<file path="src/rtl/dilution_tree_sequencer.sv">
// Valve/pump sequencer for a programmable serial-dilution cascade: per-level
// fill/mix/transfer, then reagent add and final mix across the selected channels.
module dilution_tree_sequencer #(
  parameter int LEVELS   = 6,
  parameter int CHANNELS = 8,
  parameter int CNT_W    = 16
) (
  input  logic                clk,
  input  logic                rst_n,
  input  logic                start,
  input  logic                abort,
  input  logic [LEVELS-1:0]   level_mask,
  input  logic [CHANNELS-1:0] chan_mask,
  input  logic [CNT_W-1:0]    fill_cycles,
  input  logic [CNT_W-1:0]    mix_cycles,
  input  logic [CNT_W-1:0]    xfer_cycles,
  output logic [LEVELS-1:0]   fill_en,
  output logic [LEVELS-1:0]   mix_en,
  output logic [LEVELS-1:0]   xfer_en,
  output logic [CHANNELS-1:0] reagent_en,
  output logic                final_mix_en,
  output logic                busy,
  output logic [3:0]          cur_level,
  output logic                done,
  output logic                aborted
);

  typedef enum logic [2:0] {
    S_IDLE, S_FILL, S_MIX, S_XFER, S_REAGENT, S_FMIX, S_DONE, S_ABORT
  } state_t;

  state_t              state, state_nx, tgt, first_ph, tail_ph;
  logic [3:0]          lvl, lvl_nx, tgt_lvl;
  logic [CNT_W-1:0]    cnt, cnt_nx, tgt_dur;
  logic [LEVELS-1:0]   lmask;
  logic [CHANNELS-1:0] cmask;
  logic [CNT_W-1:0]    f_dur, m_dur, x_dur;
  logic                go, any_dur;
  logic [4:0]          hit;

  // Lowest set mask bit at or above 'from'; bit 4 flags a hit.
  function automatic logic [4:0] find_set(input logic [LEVELS-1:0] m, input logic [4:0] from);
    logic [4:0] r;
    r = '0;
    for (int i = LEVELS-1; i >= 0; i--)
      if (m[i] && 5'(i) >= from) r = {1'b1, 4'(i)};
    return r;
  endfunction

  function automatic logic [CNT_W-1:0] dur_of(input state_t s);
    case (s)
      S_FILL, S_REAGENT: dur_of = f_dur;
      S_MIX, S_FMIX:     dur_of = m_dur;
      S_XFER:            dur_of = x_dur;
      default:           dur_of = '0;
    endcase
  endfunction

  // Zero-length phases and levels are searched past in the same cycle.
  always_comb begin
    any_dur  = (f_dur != '0) || (m_dur != '0) || (x_dur != '0);
    first_ph = (f_dur != '0) ? S_FILL : (m_dur != '0) ? S_MIX : S_XFER;
    tail_ph  = (cmask == '0) ? S_DONE :
               (f_dur != '0) ? S_REAGENT : (m_dur != '0) ? S_FMIX : S_DONE;
    hit      = find_set(lmask, (state == S_IDLE) ? 5'd0 : {1'b0, lvl} + 5'd1);
    tgt_lvl  = lvl;
    if (hit[4] && any_dur) begin
      tgt     = first_ph;
      tgt_lvl = hit[3:0];
    end else begin
      tgt     = tail_ph;
      tgt_lvl = 4'd0;
    end
    case (state)
      S_FILL: if (m_dur != '0) begin tgt = S_MIX; tgt_lvl = lvl; end
              else if (x_dur != '0) begin tgt = S_XFER; tgt_lvl = lvl; end
      S_MIX:  if (x_dur != '0) begin tgt = S_XFER; tgt_lvl = lvl; end
      S_REAGENT: begin tgt = (m_dur != '0) ? S_FMIX : S_DONE; tgt_lvl = 4'd0; end
      S_FMIX:    begin tgt = S_DONE; tgt_lvl = 4'd0; end
      default: ;
    endcase
    tgt_dur = dur_of(tgt);
  end

  always_comb begin
    state_nx = state;
    lvl_nx   = lvl;
    cnt_nx   = cnt;
    case (state)
      S_IDLE: if (go) begin
        state_nx = tgt;
        lvl_nx   = tgt_lvl;
        cnt_nx   = (tgt_dur == '0) ? '0 : tgt_dur - CNT_W'(1);
      end
      S_FILL, S_MIX, S_XFER, S_REAGENT, S_FMIX: begin
        if (abort) begin
          state_nx = S_ABORT;
          lvl_nx   = 4'd0;
        end else if (cnt == '0) begin
          state_nx = tgt;
          lvl_nx   = tgt_lvl;
          cnt_nx   = (tgt_dur == '0) ? '0 : tgt_dur - CNT_W'(1);
        end else begin
          cnt_nx = cnt - CNT_W'(1);
        end
      end
      default: begin
        state_nx = S_IDLE;
        lvl_nx   = 4'd0;
      end
    endcase
  end

  // Config is captured on start; the sequence launches from it one cycle later.
  always_ff @(posedge clk or negedge rst_n) begin
    if (!rst_n) begin
      state <= S_IDLE;
      lvl   <= '0;
      cnt   <= '0;
      go    <= 1'b0;
      lmask <= '0;
      cmask <= '0;
      f_dur <= '0;
      m_dur <= '0;
      x_dur <= '0;
    end else begin
      state <= state_nx;
      lvl   <= lvl_nx;
      cnt   <= cnt_nx;
      go    <= (state == S_IDLE) && !go && start;
      if ((state == S_IDLE) && !go && start) begin
        lmask <= level_mask;
        cmask <= chan_mask;
        f_dur <= fill_cycles;
        m_dur <= mix_cycles;
        x_dur <= xfer_cycles;
      end
    end
  end

  // Outputs registered from the next state so valves switch cleanly on the edge.
  always_ff @(posedge clk or negedge rst_n) begin
    if (!rst_n) begin
      fill_en      <= '0;
      mix_en       <= '0;
      xfer_en      <= '0;
      reagent_en   <= '0;
      final_mix_en <= 1'b0;
      busy         <= 1'b0;
      cur_level    <= '0;
      done         <= 1'b0;
      aborted      <= 1'b0;
    end else begin
      fill_en      <= (state_nx == S_FILL) ? LEVELS'(1) << lvl_nx : '0;
      mix_en       <= (state_nx == S_MIX)  ? LEVELS'(1) << lvl_nx : '0;
      xfer_en      <= (state_nx == S_XFER) ? LEVELS'(1) << lvl_nx : '0;
      reagent_en   <= (state_nx == S_REAGENT) ? cmask : '0;
      final_mix_en <= (state_nx == S_FMIX);
      busy         <= (state_nx != S_IDLE);
      cur_level    <= (state_nx inside {S_FILL, S_MIX, S_XFER}) ? lvl_nx : 4'd0;
      done         <= (state_nx == S_DONE);
      aborted      <= (state_nx == S_ABORT);
    end
  end

endmodule

</file>
<file path="config.mk">
export PLATFORM = sky130hd
export DESIGN_NAME = dilution_tree_sequencer
export DESIGN_NICKNAME = d
export VERILOG_FILES = /design/src/rtl/dilution_tree_sequencer.sv
export SDC_FILE = /design/constraint.sdc
export NUM_CORES = 1
export LEC_CHECK = 0
export ABC_AREA = 1
export CAP_MARGIN = 30
export CELL_PAD_IN_SITES_DETAIL_PLACEMENT = 0
export CELL_PAD_IN_SITES_GLOBAL_PLACEMENT = 2
export CORE_MARGIN = 1
export CORE_UTILIZATION = 34
export DETAILED_ROUTE_END_ITERATION = 7
export PLACE_DENSITY_LB_ADDON = 0.1
export SKIP_CTS_REPAIR_TIMING = 1
export SLEW_MARGIN = 20
export SYNTH_ARGS = -nofsm -noshare
export SYNTH_HDL_FRONTEND = slang
export SYNTH_SLANG_ARGS = --single-unit
</file>
<file path="constraint.sdc">
create_clock -name clk -period 9.1 [get_ports clk]
set_input_delay 0.91 -clock clk [delete_from_list [all_inputs] [get_ports clk]]
set_output_delay 0.91 -clock clk [all_outputs]
set_load 0.02 [all_outputs]
</file>
Word level (Yosys, flattened, before mapping) --
Index checks and enable logic that the tools add are counted.
Storage, ports and cells: register bits after elaboration 120, input bits 66, output and inout bits 34, logic and storage cells 113
Cells by class: eq/ne operators 19, $lt $le $gt $ge 6, reductions and logical operators 27, mux-type cells 39, shifts and indexed selects 1, add/sub/neg operators 3
Operator list (count):
- two-way mux 16 bit | 4
- case mux 16 bit (3 select lines) | 1
- nonzero test 16 bit | 3
- two-way mux 5 bit | 7
- zero test 16 bit | 2
- case mux 16 bit (2 select lines) | 1
- subtractor 16 x 1 -> 16 bit (second input constant) | 2
- two-way mux 4 bit | 7
- == test 3 bit (second input constant) | 8
- two-way mux 3 bit | 8
- == test 3 x 2 -> 1 bit (second input constant) | 6
- two-way mux 6 bit | 3
- case mux 3 bit (4 select lines) | 1
- case mux 4 bit (3 select lines) | 1
- greater-or-equal comparator 1 x 5 -> 1 bit (first input constant) | 2
- greater-or-equal comparator 2 x 5 -> 1 bit (first input constant) | 2
- greater-or-equal comparator 3 x 5 -> 1 bit (first input constant) | 2
- == test 3 x 1 -> 1 bit (second input constant) | 3
- logical AND 1 bit | 9
- zero test 8 bit | 1
- two-way mux 8 bit | 1
- case mux 4 bit (2 select lines) | 1
- case mux 3 bit (2 select lines) | 1
- nonzero test 3 bit | 2
- 12 further kinds | 17

Longest topological paths before layout --
Gate-level depths: netlist (run 1).
depth in word-level cells 23, mapped depth 30, depth with buffers taken out 29

Worst setup path after synthesis (run 1) --
No wires, ideal clock.
path type reg-to-reg, start register lvl[0], end register cnt[12], arrival 3.134 ns, setup slack 5.893 ns, stages on the path, launching flop included 28, cell sequence dfrtp_1 > ha_1 > nand2_1 > inv_1 > nor2_1 > nand2_1 > nand3_1 > nand2_2 > nor2_2 > nor2_1 > nor2_2 > nand2_2 > nand2_4 > nand2_8 > nand2_4 > buf_12 > nand2_2 > nor2_1 > nor2_4 > ha_1 > inv_1 > nor2_1 > nand2_1 > nor2_4 > a21oi_4 > buf_6 > nand2_2 > a21oi_2
Between the ends: cells in the longest elaborated chain, start to end 23
RTL lines:
- start: declaration | line 33 | logic [3:0] lvl, lvl_nx, tgt_lvl;
- start signal: assignment | line 128 | lvl <= lvl_nx;
- adder 4 x 1 -> 5 bit (*) | line 65 | hit = find_set(lmask, (state == S_IDLE) ? 5'd0 : {1'b0, lvl} + 5'd1);
- two-way mux 5 bit (*) | line 65
- greater-or-equal comparator 3 x 5 -> 1 bit | line 46 | if (m[i] && 5'(i) >= from) r = {1'b1, 4'(i)};
- logical AND 1 bit | line 46
- two-way mux 5 bit (5 in series) | line 46
- two-way mux 5 bit (*) | line 46
- logical AND 1 bit (*) | line 67 | if (hit[4] && any_dur) begin
- two-way mux 3 bit (*) | line 67
- [... 3 more ...]
- == test 3 x 2 -> 1 bit (tied with other cells) | line 51 | case (s)
- OR reduction 2 bit | line 51
- case mux 16 bit (3 select lines) (*) | line 51
- subtractor 16 x 1 -> 16 bit / zero test 16 bit (equally long branches) | line 93, 102
- two-way mux 16 bit (*) | line 93, 102
- two-way mux 16 bit | line 99 | end else if (cnt == '0) begin
- two-way mux 16 bit | line 96 | if (abort) begin
- case mux 16 bit (2 select lines) (*) | line 89 | case (state)
- end signal: assignment | line 129 | cnt <= cnt_nx;
- end: declaration | line 34 | logic [CNT_W-1:0] cnt, cnt_nx, tgt_dur;
Mark *: on every way between the ends. The rest lies on a longest branch, timed or not. The select of a mux whose other input is x is not followed. A chain may end at the register's enable or synchronous reset.

Final worst setup path (run 1) --
start register lvl[0], end register cnt[9]
Same word-level chain as after synthesis.

==> metrics.md, run 1 <==
| Metric | Value |
|---|---|
| Post-synth EDFFs | `0` |
| Via count of the first global-routing pass | `5,474` |
| H-tree lvl count | `4` |
| Starting Density | `35.0%` |
| Critical Path Source | `lvl[0]` |
| Die Height | `142 µm` |
| Register Area | `0.00300 mm²` |
| Mapped Area | `0.00662 mm²` |
| Antenna cells | `0` |
| Setup crit start kind | `flip-flop` |
| Die Wd | `142 µm` |
| Synth Instances | `852` |
| Most common cell in the netlist | `nand2_1` |
| Final Critical Period | `4.10 ns` |
| Final setup violation count | `0` |
| Worst r2r dst | `cnt[9]` |
| Leakage | `0.00398 µW` |
| Flops & latches, synth | `120` |
| Layout Cells excl Fill | `1,227` |
| GRT Total Usage | `18.6%` |
| WL/cell | `14.2 µm` |
| Post-detail-place hpwl | `13,200 µm` |
| Initial antenna violation count | `0` |
| Clock Path Buffers | `2` |
| Via density | `4.59` |
| Site Rows | `50` |
| Worst-Skew Late Latency | `0.41 ns` |
| Crit end category | `flip-flop` |
| Worst-case clock skew | `0.0112 ns` |
| Peak VDD IR | `180 µV` |
| Syn nets | `922` |
| Worst reg2reg path startpoint | `lvl[0]` |
| Synth top area share | `45.4%` |
| # nets final | `1,024` |
| Hold Path Class | `flip-flop to flip-flop` |
| Final Max Slew Viols | `0` |
| Slew headroom | `52.1%` |
| Largest area contributor in the netlist | `dfrtp_1` |
| Post-synthesis async set-or-reset flop share | `100%` |
| Power per cell area | `406 mW/mm²` |
| Run status | `finished clean` |
| Most frequent cells after synthesis | `nand2_1 (195), inv_1 (126), dfrtp_1 (120)` |
| Inst Count DP | `1,192` |
| Synth Area per Inst | `7.77 µm²` |
| Num CTS Buffers | `17` |
| Filler Cells Inserted | `1,914` |
| First-pass GRT wire length | `28,700 µm` |
| Core area | `0.0189 mm²` |
| CP required | `9.43 ns` |
| R2R setup slack | `5.00 ns` |
| Worst-path clk slew | `0.06 ns` |
| Share of cells above drive strength 1 | `13.3%` |
| Synth cell types | `40` |
| Max_cap viols | `0` |
| Full die area | `0.0200 mm²` |
| Area of the multi-input gates | `0.00301 mm²` |
| GPL Wtd Cong | `0.826` |
| FF-to-FF path depth | `23` |
| CP Class | `flip-flop to flip-flop` |
| Fin. Hold Viols | `0` |
| Setup TNS | `0 ns` |
| I/O Buffers | `99` |
| Final cycle utilization of the critical path | `45.1%` |
| CTS tree | `built` |
| Routed Wire Length | `17,400 µm` |
| FMAX | `244 MHz` |
| Io pins | `100` |
| Routed Antenna Nets | `0` |
| Synth warn | `0` |
| DR DRC count | `0` |
| Prevailing post-synth register cell | `dfrtp_1` |
| Area growth syn-to-layout | `28.3%` |
| Register area share after synthesis | `45.4%` |
| WP data arrival | `4.43 ns` |
| Iteration-0 DRC Markers | `299` |
| RSZ-0062 raised after global routing | `no` |
| Root buffer cell | `clkbuf_16` |
| Via count | `5,628` |
| Sinks on Clock Net | `120` |
| Crit path max fanout | `15` |
| CP endpoint | `cnt[9]` |
| DR pass1 iterations | `5` |
| Largest net degree at the start of global routing | `114` |
| Worst-Margin Slew | `0.718 ns` |
| Area contributors post-synth | `dfrtp_1 (45%), nand2_1 (11%), inv_1 (7.1%)` |
| Global-route congestion overflow total | `0` |
==> worst min-delay path by stage <==
stage                  start             to  slack, ns  depth (start not counted)
floorplan           cmask[0]  reagent_en[0]       0.47                          2
finish              cmask[2]  reagent_en[2]       0.51                          2
CTS                 cmask[1]  reagent_en[1]       0.51                          2
global placement    cmask[3]  reagent_en[3]       0.50                          2
global route        lmask[4]       lmask[4]       0.53                          1
detailed placement  cmask[1]  reagent_en[1]       0.50                          2
==> kinds of logic after synthesis <==
group,share of synthesized area [%]
AO/OA/AOI/OAI,9.63
XOR/XNOR,1.59
adder cells (fa/ha/maj),0.756
AND/OR/NAND/NOR,31.4
flip-flops,45.4
multiplexers,2.04
buffers and inverters,9.25
==> cells in the final DEF (no fill, tap or decap), drive strengths merged <==
cell and n:
nor2 123, nand3 63, nand4 15, a21oi 28, clkinv 2, xnor2 6, bufinv 2, clkbuf 18
nor3 9, nand3b 2, and2 1, clkinvlp 3, inv 138, buf 7, o21a 1, xor2 6
clkdlybuf4s50 98, o21bai 1, o211ai 3, mux2 12, o21ai 74, a22oi 1, a31oi 3, nor4 4
o22ai 1, or2 2, ha 4, dfrtp 120, nand2 220
==> metrics by stage <==
| step | power (µW) | util, % | hold slack (ns) | instance area, µm² | worst slack, ns |
|---|---|---|---|---|---|
| global placement | 2790 | 41.5 | 0.496 | 7840 | 5.09 |
| global route | 3760 | 44.9 | 0.531 | 8490 | 4.40 |
| CTS | 3490 | 44.6 | 0.514 | 8430 | 4.92 |
| floorplan | 2320 | - | 0.468 | 6620 | 5.89 |
| finish | 3450 | 44.9 | 0.506 | 8490 | 5.00 |
| detailed placement | 2790 | 41.5 | 0.500 | 7840 | 4.96 |
==> where the power goes <==
group | leakage, µW | internal, µW | switching [µW]
clock | 0.000281 | 410 | 266
combinational | 0.00221 | 618 | 1270
sequential | 0.00149 | 734 | 149
total | 0.00398 | 1760 | 1690
==> sequential cells by signal, summed over array words and instances, names as in the netlist, 3 cells and up <==
name and count:
reagent_en 8, cnt 16, cur_level 4, lmask 6, lvl 4, fill_en 6, f_dur 16, x_dur 16
state 3, m_dur 16, xfer_en 6, mix_en 6, cmask 8
==> layout make-up <==
| cell class | instances | share of cell area (%) |
|---|---|---|
| timing repair buffer | 105 | 12.6 |
| clock inverter | 14 | 1.89 |
| tap | 260 | 3.83 |
| multi-input combinational | 579 | 35.4 |
| inverter | 131 | 5.79 |
| clock buffer | 18 | 5.05 |
| sequential | 120 | 35.4 |
==> metal layers <==
metal	track usage (%)	part of all wire [%]	routed length, µm
met1	26.5	50	8680
met2	28.3	45	7780
met3	3.85	3.9	685
met4	5.83	1.3	221
met5	0	0	0
==> critical path: stages, from the launching register on <==
cell	delay, ns
dfrtp_1	0.41
ha_1	0.24
nand2_1	0.08
inv_1	0.04
nor2_1	0.16
nand2_1	0.13
nand3_1	0.16
nand3_2	0.12
nor2_2	0.14
nand2_1	0.07
o211ai_1	0.09
nand2_1	0.30
inv_1	0.50
nand2_2	0.11
nor2_1	0.19
nor2_4	0.09
ha_1	0.19
inv_1	0.05
nor2_1	0.04
nand2_1	0.11
nor2_4	0.05
a21oi_4	0.45
nand2_1	0.14
a21oi_1	0.15
(Power assumes the default switching activity.)
==> run 2: changes to the inputs <==
--- a/config.mk
+++ b/config.mk
@@ -10,7 +10,7 @@
 export CELL_PAD_IN_SITES_DETAIL_PLACEMENT = 0
 export CELL_PAD_IN_SITES_GLOBAL_PLACEMENT = 2
 export CORE_MARGIN = 1
-export CORE_UTILIZATION = 34
+export CORE_UTILIZATION = 32
 export DETAILED_ROUTE_END_ITERATION = 7
 export PLACE_DENSITY_LB_ADDON = 0.1
 export SKIP_CTS_REPAIR_TIMING = 1
==> constraint.sdc (replaced) <==
create_clock -name clk -period 4.25 [get_ports clk]
set_input_delay 0.425 -clock clk [delete_from_list [all_inputs] [get_ports clk]]
set_output_delay 0.425 -clock clk [all_outputs]
set_load 0.02 [all_outputs]
==> run 2 against run 1 <==
Compared with the run above: die area rose by 6.2%; combinational power grew 120%; global-route usage fell by 0.76 points; clock skew is 0.0011 ns higher; maximum frequency is 8.0% higher; final cell count up 1.1%; core utilization fell by 2.9 points; sequential power up 110%; register-to-register slack worse by 4.5 ns; non-clock buffer count increased by 3; critical path depth up 1; power grew 120%; highest routed layer unchanged; critical endpoint is now cnt[11]; largest power group unchanged.
==> metrics.md, run 2 (same netlist as run 1, synthesis figures left out) <==
| Metric | Value |
|---|---|
| Most common cell after layout, fill and taps aside | `nand2_1 (unchanged)` |
| Clock Path Buffers | `2 (unchanged)` |
| Share of cells above drive strength 1 | `13.7% (was 13.3%)` |
| Int Pwr | `3800 µW (was 1760 µW)` |
| Filler Cells Inserted | `2,051 (was 1,914)` |
| GRT Total Usage | `17.8% (was 18.6%)` |
| Commonest non-fill, non-tap cells in the layout | `nand2_1 (195), inv_1 (126), dfrtp_1 (120), nor2_1 (105), clkdlybuf4s50_1 (98) (unchanged)` |
| Antenna cells | `0 (unchanged)` |
| Num CTS Buffers | `17 (unchanged)` |
| Sequential share of power | `25.4% (was 25.6%)` |
| Die Wd | `146 µm (was 142 µm)` |
| Full die area | `0.0213 mm² (was 0.0200 mm²)` |
| Worst-Margin Slew | `0.906 ns (was 0.718 ns)` |
| Worst-Skew Late Latency | `0.42 ns (was 0.41 ns)` |
| Setup crit start kind | `flip-flop (unchanged)` |
| Inst Count DP | `1,208 (was 1,192)` |
| Largest net degree at the start of global routing | `114 (unchanged)` |
| Site Rows | `52 (was 50)` |
| Via count | `5,682 (was 5,628)` |
| Crit path max fanout | `17 (was 15)` |
| Die Height | `146 µm (was 142 µm)` |
| Crit end category | `flip-flop (unchanged)` |
| Sinks on Clock Net | `120 (unchanged)` |
| DR pass1 iterations | `4 (was 5)` |
| # nets final | `1,027 (was 1,024)` |
| CP required | `4.59 ns (was 9.43 ns)` |
| RSZ-0062 raised after global routing | `no (unchanged)` |
| Fin. Hold Viols | `0 (unchanged)` |
| Global-route congestion overflow total | `0 (unchanged)` |
| WP data arrival | `4.14 ns (was 4.43 ns)` |
| First-pass GRT wire length | `29,900 µm (was 28,700 µm)` |
| DR DRC count | `0 (unchanged)` |
| GPL Wtd Cong | `0.815 (was 0.826)` |
| Net Sw Frac | `49.0% (was 48.9%)` |
| Slew headroom | `39.6% (was 52.1%)` |
| Final setup violation count | `0 (unchanged)` |
| I/O Buffers | `99 (unchanged)` |
| CP Class | `flip-flop to flip-flop (unchanged)` |
| Iteration-0 DRC Markers | `338 (was 299)` |
| Routed Antenna Nets | `0 (unchanged)` |
| Sw power | `3650 µW (was 1690 µW)` |
| Final cycle utilization of the critical path | `89.3% (was 45.1%)` |
| Final Max Slew Viols | `0 (unchanged)` |
| Clock power share | `19.6% (about the same)` |
| Highest metal used | `met4 (unchanged)` |
| WL/cell | `14.4 µm (was 14.2 µm)` |
| Metal-1 WL | `9000 µm (was 8680 µm)` |
| Layout Cells excl Fill | `1,240 (was 1,227)` |
| Worst-path clk slew | `0.06 ns (about the same)` |
| Routed Wire Length | `17,800 µm (was 17,400 µm)` |
| Peak VDD IR | `413 µV (was 180 µV)` |
| Leakage | `0.00399 µW (was 0.00398 µW)` |
| Register Area | `0.00300 mm² (unchanged)` |
| Run status | `finished clean (unchanged)` |
| Area growth syn-to-layout | `28.5% (was 28.3%)` |
| Core area | `0.0202 mm² (was 0.0189 mm²)` |
| Power per cell area | `876 mW/mm² (was 406 mW/mm²)` |
| Worst-case clock skew | `0.0123 ns (was 0.0112 ns)` |
| CTS tree | `built (unchanged)` |
| Hold Path Class | `input pin to async pin (was flip-flop to flip-flop)` |
| H-tree lvl count | `4 (unchanged)` |
| Io pins | `100 (unchanged)` |
| Final Critical Period | `3.80 ns (was 4.10 ns)` |
| FMAX | `263 MHz (was 244 MHz)` |
| Root buffer cell | `clkbuf_16 (unchanged)` |
| Area of the multi-input gates | `0.00301 mm² (unchanged)` |
| Starting Density | `32.7% (was 35.0%)` |
| Logic pwr share | `55.0% (was 54.8%)` |
| Initial antenna violation count | `0 (unchanged)` |
| Setup TNS | `0 ns (unchanged)` |
| Max_cap viols | `0 (unchanged)` |
| Via density | `4.58 (was 4.59)` |
| Post-detail-place hpwl | `13,600 µm (was 13,200 µm)` |
| Via count of the first global-routing pass | `5,810 (was 5,474)` |
| Met2 Routed Length | `8040 µm (was 7780 µm)` |
| Met3 WL | `548 µm (was 685 µm)` |
-- run 2: metal layers --
| metal | global-route usage, % | up-vias |
|---|---|---|
| met5 | 0 | - |
| met4 | 5.89 | 0 |
| met3 | 3.51 | 16 |
| met2 | 27.6 | 121 |
| met1 | 24.9 | 2651 |
| li1 | - | 2894 |
-- run 2: path summary, 6_finish.rpt --
| kind | startpoint | endpoint | slack [ns] | cells past startpoint |
|---|---|---|---|---|
| worst max-delay path | lvl[0] | cnt[11] | 0.45 | 24 |
| worst min-delay path | rst_n | cnt[5] | 0.05 | 1 |
| worst max register to register | lvl[0] | cnt[11] | 0.45 | 24 |
| worst min register to register | cmask[3] | reagent_en[3] | 0.51 | 2 |
| max in group asynchronous | rst_n | f_dur[4] | 3.20 | 2 |
| min in group clk | cmask[3] | reagent_en[3] | 0.51 | 2 |
-- run 2: area by class of cell --
| cell class | count | share of cell area, % |
|---|---|---|
| Timing Repair Buffer | 108 | 12.6 |
| Inverter | 131 | 5.78 |
| Tap cell | 270 | 3.97 |
| Clock buffer | 17 | 5.00 |
| Multi-Input combinational cell | 579 | 35.4 |
| Clock inverter | 15 | 1.99 |
| Sequential cell | 120 | 35.3 |
-- run 2: critical path, cell delays in order (launching register included) --
cell     delay [ns]
dfrtp_1        0.41
ha_1           0.24
nand2_1        0.07
inv_1          0.04
nor2_1         0.17
nand2_1        0.14
nand3_1        0.20
nand2_2        0.09
o21ai_2        0.20
nand2_1        0.09
nand2_2        0.14
nand3_4        0.23
nand2_4        0.28
nand2_2        0.07
nor2_1         0.18
nor2_4         0.09
ha_1           0.18
inv_1          0.05
nor2_1         0.04
nand2_1        0.11
nor2_4         0.05
a21oi_4        0.17
buf_4          0.24
nand2_1        0.10
a21oi_1        0.12
-- run 2: power groups by stage --
| stage | Sequential, µW | Combinational (µW) | Clock (µW) |
|---|---|---|---|
| finish | 1890 | 4090 | 1460 |
| global route | 1950 | 4640 | 1560 |
| detailed placement | 1920 | 4120 | 0 |
| CTS | 1900 | 4140 | 1510 |
| global placement | 1910 | 4120 | 0 |
| floorplan | 1840 | 3130 | 0 |
-- run 2: per-stage QoR --
stage               worst slack (ns)  util [%]  power [µW]  instance area (µm²)  hold WS (ns)
global placement               0.563      39.1        6040                 7910         0.495
finish                         0.453      42.0        7450                 8500        0.0516
floorplan                       1.04         -        4970                 6620         0.129
detailed placement             0.474      39.1        6040                 7910         0.500
CTS                            0.435      42.0        7550                 8500        0.0588
global route                  0.0229      42.0        8150                 8500        0.0958
